`config.mk`:
```
export PLATFORM = sky130hd
export DESIGN_NAME = pkt_tx_serializer
export DESIGN_NICKNAME = d
export VERILOG_FILES = /design/src/rtl/pkt_tx_serializer.sv
export SDC_FILE = /design/constraint.sdc
export NUM_CORES = 1
export LEC_CHECK = 0
export ABC_AREA = 0
export CAP_MARGIN = 0
export CORE_MARGIN = 1.5
export CORE_UTILIZATION = 27
export CTS_CLUSTER_DIAMETER = 50
export DETAILED_ROUTE_END_ITERATION = 10
export PLACE_DENSITY = 0.55
export SKIP_CTS_REPAIR_TIMING = 1
export SYNTH_ARGS = -nofsm -noshare
export SYNTH_HDL_FRONTEND = slang
export SYNTH_SLANG_ARGS = --single-unit
```
`constraint.sdc`:
```
create_clock -name clk -period 7.7 [get_ports clk]
set_input_delay 1.925 -clock clk [delete_from_list [all_inputs] [get_ports clk]]
set_output_delay 1.925 -clock clk [all_outputs]
set_load 0.02 [all_outputs]
```
`src/rtl/pkt_tx_serializer.sv`:
```
// pkt_tx_serializer
//   Pops one WIDTH-bit packet word from an upstream first-word-fall-through
//   FIFO and sends it as ceil(WIDTH/TDATA_W) AXI-Stream beats. Byte 0 of the
//   word goes out first, on tdata[7:0]. The last beat carries a partial tkeep
//   and tlast. When the FIFO still holds a word as the last beat is accepted,
//   that word is popped in the same cycle, so packets follow each other with
//   no idle beat in between.
//
// Ports
//   clk            : clock, rising edge
//   rst_n          : asynchronous active-low reset
//   fifo_empty     : upstream FIFO empty flag
//   fifo_read_data : upstream FIFO head word (valid while fifo_empty = 0)
//   fifo_pop       : one-cycle pop strobe to the upstream FIFO
//   m_axis_tdata   : stream data
//   m_axis_tkeep   : stream byte qualifiers
//   m_axis_tvalid  : stream valid
//   m_axis_tready  : stream ready from downstream
//   m_axis_tlast   : final beat of a packet
//   tx_busy        : high while a word is held or being sent
//   tx_pkt_count   : completed-packet counter (16 bit, wraps)
//
// Configuration
//   PKT_TX_STATS_EN : when defined, tx_pkt_count counts completed packets.
//                     When undefined, tx_pkt_count is tied to zero and no
//                     counter is built.

module pkt_tx_serializer #(
  parameter int WIDTH   = 592,
  parameter int TDATA_W = 64
) (
  input  logic                   clk,
  input  logic                   rst_n,
  input  logic                   fifo_empty,
  input  logic [WIDTH-1:0]       fifo_read_data,
  output logic                   fifo_pop,
  output logic [TDATA_W-1:0]     m_axis_tdata,
  output logic [TDATA_W/8-1:0]   m_axis_tkeep,
  output logic                   m_axis_tvalid,
  input  logic                   m_axis_tready,
  output logic                   m_axis_tlast,
  output logic                   tx_busy,
  output logic [15:0]            tx_pkt_count
);

  localparam int KEEP_W    = TDATA_W / 8;
  localparam int NBEATS    = (WIDTH + TDATA_W - 1) / TDATA_W;
  localparam int LASTBYTES = (WIDTH / 8) - (NBEATS - 1) * KEEP_W;
  localparam int BEAT_W    = (NBEATS > 1) ? $clog2(NBEATS) : 1;
  localparam int PAD_W     = NBEATS * TDATA_W;

  // Low LASTBYTES bits set: the valid bytes of the final beat.
  localparam logic [KEEP_W-1:0] LAST_KEEP = {KEEP_W{1'b1}} >> (KEEP_W - LASTBYTES);

  typedef enum logic {
    IDLE = 1'b0,
    SEND = 1'b1
  } state_t;

  state_t            state;
  state_t            state_next;
  logic [BEAT_W-1:0] beat;
  logic [BEAT_W-1:0] beat_next;
  logic [WIDTH-1:0]  held;
  logic              load;
  logic              last_beat;
  logic              handshake;

  // Zero-extend the held word to a whole number of beats so the bits past
  // WIDTH on the final beat come out as 0.
  logic [PAD_W-1:0]   held_padded;
  logic [TDATA_W-1:0] beat_word [NBEATS];

  always_comb begin
    held_padded             = '0;
    held_padded[WIDTH-1:0]  = held;
  end

  generate
    for (genvar gi = 0; gi < NBEATS; gi++) begin : g_beat
      assign beat_word[gi] = held_padded[gi*TDATA_W +: TDATA_W];
    end
  endgenerate

  assign last_beat = (beat == BEAT_W'(NBEATS - 1));
  assign handshake = m_axis_tvalid & m_axis_tready;

  // Next-state and outputs. tvalid/tdata/tkeep/tlast depend only on
  // registered state, so they hold steady under backpressure and drop to
  // zero as soon as reset forces IDLE.
  always_comb begin
    state_next    = state;
    beat_next     = beat;
    load          = 1'b0;
    fifo_pop      = 1'b0;
    m_axis_tvalid = 1'b0;
    m_axis_tdata  = '0;
    m_axis_tkeep  = '0;
    m_axis_tlast  = 1'b0;
    tx_busy       = 1'b0;

    case (state)
      IDLE: begin
        if (!fifo_empty) begin
          load       = 1'b1;
          beat_next  = '0;
          state_next = SEND;
        end
      end
      SEND: begin
        m_axis_tvalid = 1'b1;
        tx_busy       = 1'b1;
        m_axis_tdata  = beat_word[beat];
        m_axis_tkeep  = last_beat ? LAST_KEEP : {KEEP_W{1'b1}};
        m_axis_tlast  = last_beat;
        if (m_axis_tready) begin
          if (last_beat) begin
            beat_next = '0;
            // Chain straight into the next packet when a word is waiting.
            if (!fifo_empty) begin
              load = 1'b1;
            end else begin
              state_next = IDLE;
            end
          end else begin
            beat_next = beat + 1'b1;
          end
        end
      end
      default: begin
        state_next = IDLE;
      end
    endcase

    fifo_pop = load;
  end

  always_ff @(posedge clk or negedge rst_n) begin
    if (!rst_n) begin
      state <= IDLE;
      beat  <= '0;
      held  <= '0;
    end else begin
      state <= state_next;
      beat  <= beat_next;
      if (load) begin
        held <= fifo_read_data;
      end
    end
  end

`ifdef PKT_TX_STATS_EN
  logic [15:0] pkt_count;

  always_ff @(posedge clk or negedge rst_n) begin
    if (!rst_n) begin
      pkt_count <= 16'd0;
    end else if (handshake && last_beat) begin
      pkt_count <= pkt_count + 16'd1;
    end
  end

  assign tx_pkt_count = pkt_count;
`else
  logic unused_handshake;
  assign unused_handshake = handshake;
  assign tx_pkt_count     = 16'd0;
`endif

endmodule

```
==> metrics.cfg <==
[status]
outcome=finished, final reports clean

[critical_path]
r2r-end=held[341]
r2r_setup_slack_ps=3280
critPathRequiredTime_ps=5780
critPathArrivalTime_ps=4270
worstPathMaxFanout=41
rr_worst_depth=8
timing.rr.start=beat[1]
start_kind=flop
crit_type=reg2out
critPathCaptureType=primary output

[run]
maxCapViolations=0

[clock_tree]
htreeDepth=3
cts_tree=built
clockRootBuffer=clkbuf_16
clk_latency_ps=650
path_clk_slew_ps=50
cts_buffers=89
cts_max_path_buffers=3
cts.sinks=597

[final_layout]
synthToLayoutAreaGrowth_pct=40.4
fillCellCount=9513
fin_nets=3089
drive_above_1_share_pct=33.8

[global_routing]
grt_antenna_before_repair=38
overflow=0
grt_pass1_wl_microns=135000
grt_max_degree=167
grt_pass1_vias=20479
grtUsageTotal_pct=17.4

[floorplanning]
fp-row-count=116
die_x_microns=322
core-area_sq_mm=0.100
initial_core_util_pct=27.4
dieArea_sq_mm=0.104
fp.dieH_microns=322
io_pins=688

[sta]
fin_crit_ps=6200
slew_headroom_pct=21.1
grt_setup_unrepaired=no
tightest_slew_ps=1180
finalClockSkew_ps=15.7
fmax_mhz=161
hold_violations=0
setup_viol=0
tns_ps=0
fin_crit_sh_pct=80.5
slew_violations=0

[worst_hold_path]
hold_path_end=held[158]
worstHoldPathType=reg2reg
min_from=held[158]
hold_path_depth=1

[route]
routed_wl_microns=92200
via_per_inst=4.73
vias=18654
drt_iter0_markers=912
drc=0
drtAntennaViolNets=0
post_drt_wl_per_cell_microns=23.4
drtPass1Iterations=4

[pwr]
p_leak_uw=0.0155
intPower_uw=10400
powerDensity_mw_per_mm2=395
combPwrFrac_pct=34.4
vdd_drop_max_mv=0.205
p_sw_uw=4850
seq_power_share_pct=37.4
p_total_uw=15300
swShare_pct=31.8
clkPwrFrac_pct=28.3

[logic_synthesis]
synth_fa_ha_area_share_pct=0.0910
ys_ff_latch=597
synth-xor-area-share_pct=0
synth_area_per_cell_sq_um=14.8
synth_flop_cell=dfrtp_1
synth-simple-area-share_pct=1.30
synth_cell_types=30
yosys_warnings=0
synth-edff-count=0
synthCells=1855
muxShareOfSynthArea_pct=34.9
synthArstFlopShare_pct=100
synth_top_family_by_area=multiplexers
synth_compound_area_share_pct=6.00
synth_seq_area_share_pct=54.3
syn_area_sq_mm=0.0275

[placement]
routabilityCongestion=0.824
hpwl_microns=62800
numPortBuffers=671

[state kept, by name (all words and copies together) (netlist names)]
| signal | flops |
|---|---|
| beat | 4 |
| held | 592 |
| state | 1 |
[power by group through the flow]
stage	sequential [uW]	clock, uW	combinational [uW]
floorplan	5260	0	3810
global placement	5680	0	5210
detailed placement	5780	0	5320
CTS	5730	4430	5350
global route	5920	4580	5640
finish	5700	4320	5250
[logic make-up after synthesis]
family,count (synthesis)
compound gates,199
fa+ha+maj,2
buf+inv,174
flops,597
mux,802
other cells,1
simple gates,80
[cells in the mapped netlist (all sizes together), types with 4 or more instances]
cell    count  area, sq um
inv         4         15.0
nand2      65          244
mux4       64         1440
a211oi    128          961
clkbuf     44          165
nor2b       4         25.0
dfrtp     597        14900
mux2i     129         1290
a221o      64          641
buf       126          749
mux2      609         6860
[worst max-delay path by stage]
stage / slack [ps] / from / end / cells after the start
final: 1500 / beat[1] / m_axis_tdata[43] / 6
after global routing: 1290 / beat[0] / m_axis_tdata[1] / 6
after CTS: 1350 / beat[1] / m_axis_tdata[32] / 6
after detailed placement: 1810 / m_axis_tready / fifo_pop / 4
after global placement: 1800 / m_axis_tready / fifo_pop / 4
after floorplan: 3030 / m_axis_tready / fifo_pop / 4
[cell type report]
type	instances	area (sq um)	area share, %
timing repair buffer	700	7010	18.2
multi-input combinational	1099	11700	30.3
clock inverter	52	722	1.87
inverter	4	16.3	0.0421
clock buffer	114	2450	6.35
tap	1357	1700	4.40
sequential	597	15000	38.7
antenna	18	45.0	0.117
[layer usage]
metal	share of wire (%)	global-route usage, %
met1	39	20.1
met2	50	29.8
met4	3.0	6.91
met5	0.29	0
met3	7.1	5.66
[critical path, stage by stage (launching register included)]
cell             delay [ps]
dfrtp_4                 880
buf_4                   780
nor2b_4                  60
buf_4                   320
a221o_1                 410
a211oi_1                360
clkdlybuf4s50_1         670
[per-stage QoR]
step	hold slack [ps]	instance area (sq um)	setup WS, ps	std cells	util (%)
floorplan	475	27600	3030	1870	-
global placement	484	35400	1800	3757	35.2
detailed placement	490	35400	1810	3757	35.2
CTS	502	38600	1350	3923	38.4
global route	513	38600	1290	3940	38.4
finish	498	38600	1500	3941	38.4
[cell usage in the layout (no fill, tap or decap), drive strengths merged, types with 2 or more instances in the layout]
| master | instances |
|---|---|
| mux4 | 64 |
| o2bb2ai | 2 |
| mux2i | 129 |
| clkdlybuf4s50 | 670 |
| nand3b | 2 |
| clkinv | 18 |
| a211oi | 128 |
| clkinvlp | 10 |
| buf | 30 |
| o21ai | 2 |
| nand2 | 65 |
| ha | 2 |
| mux2 | 609 |
| inv | 14 |
| a221o | 64 |
| conb | 16 |
| nand3 | 2 |
| bufinv | 14 |
| diode | 18 |
| dfrtp | 597 |
| nor2b | 4 |
| clkbuf | 114 |
Power figures use the tool's default switching activity.
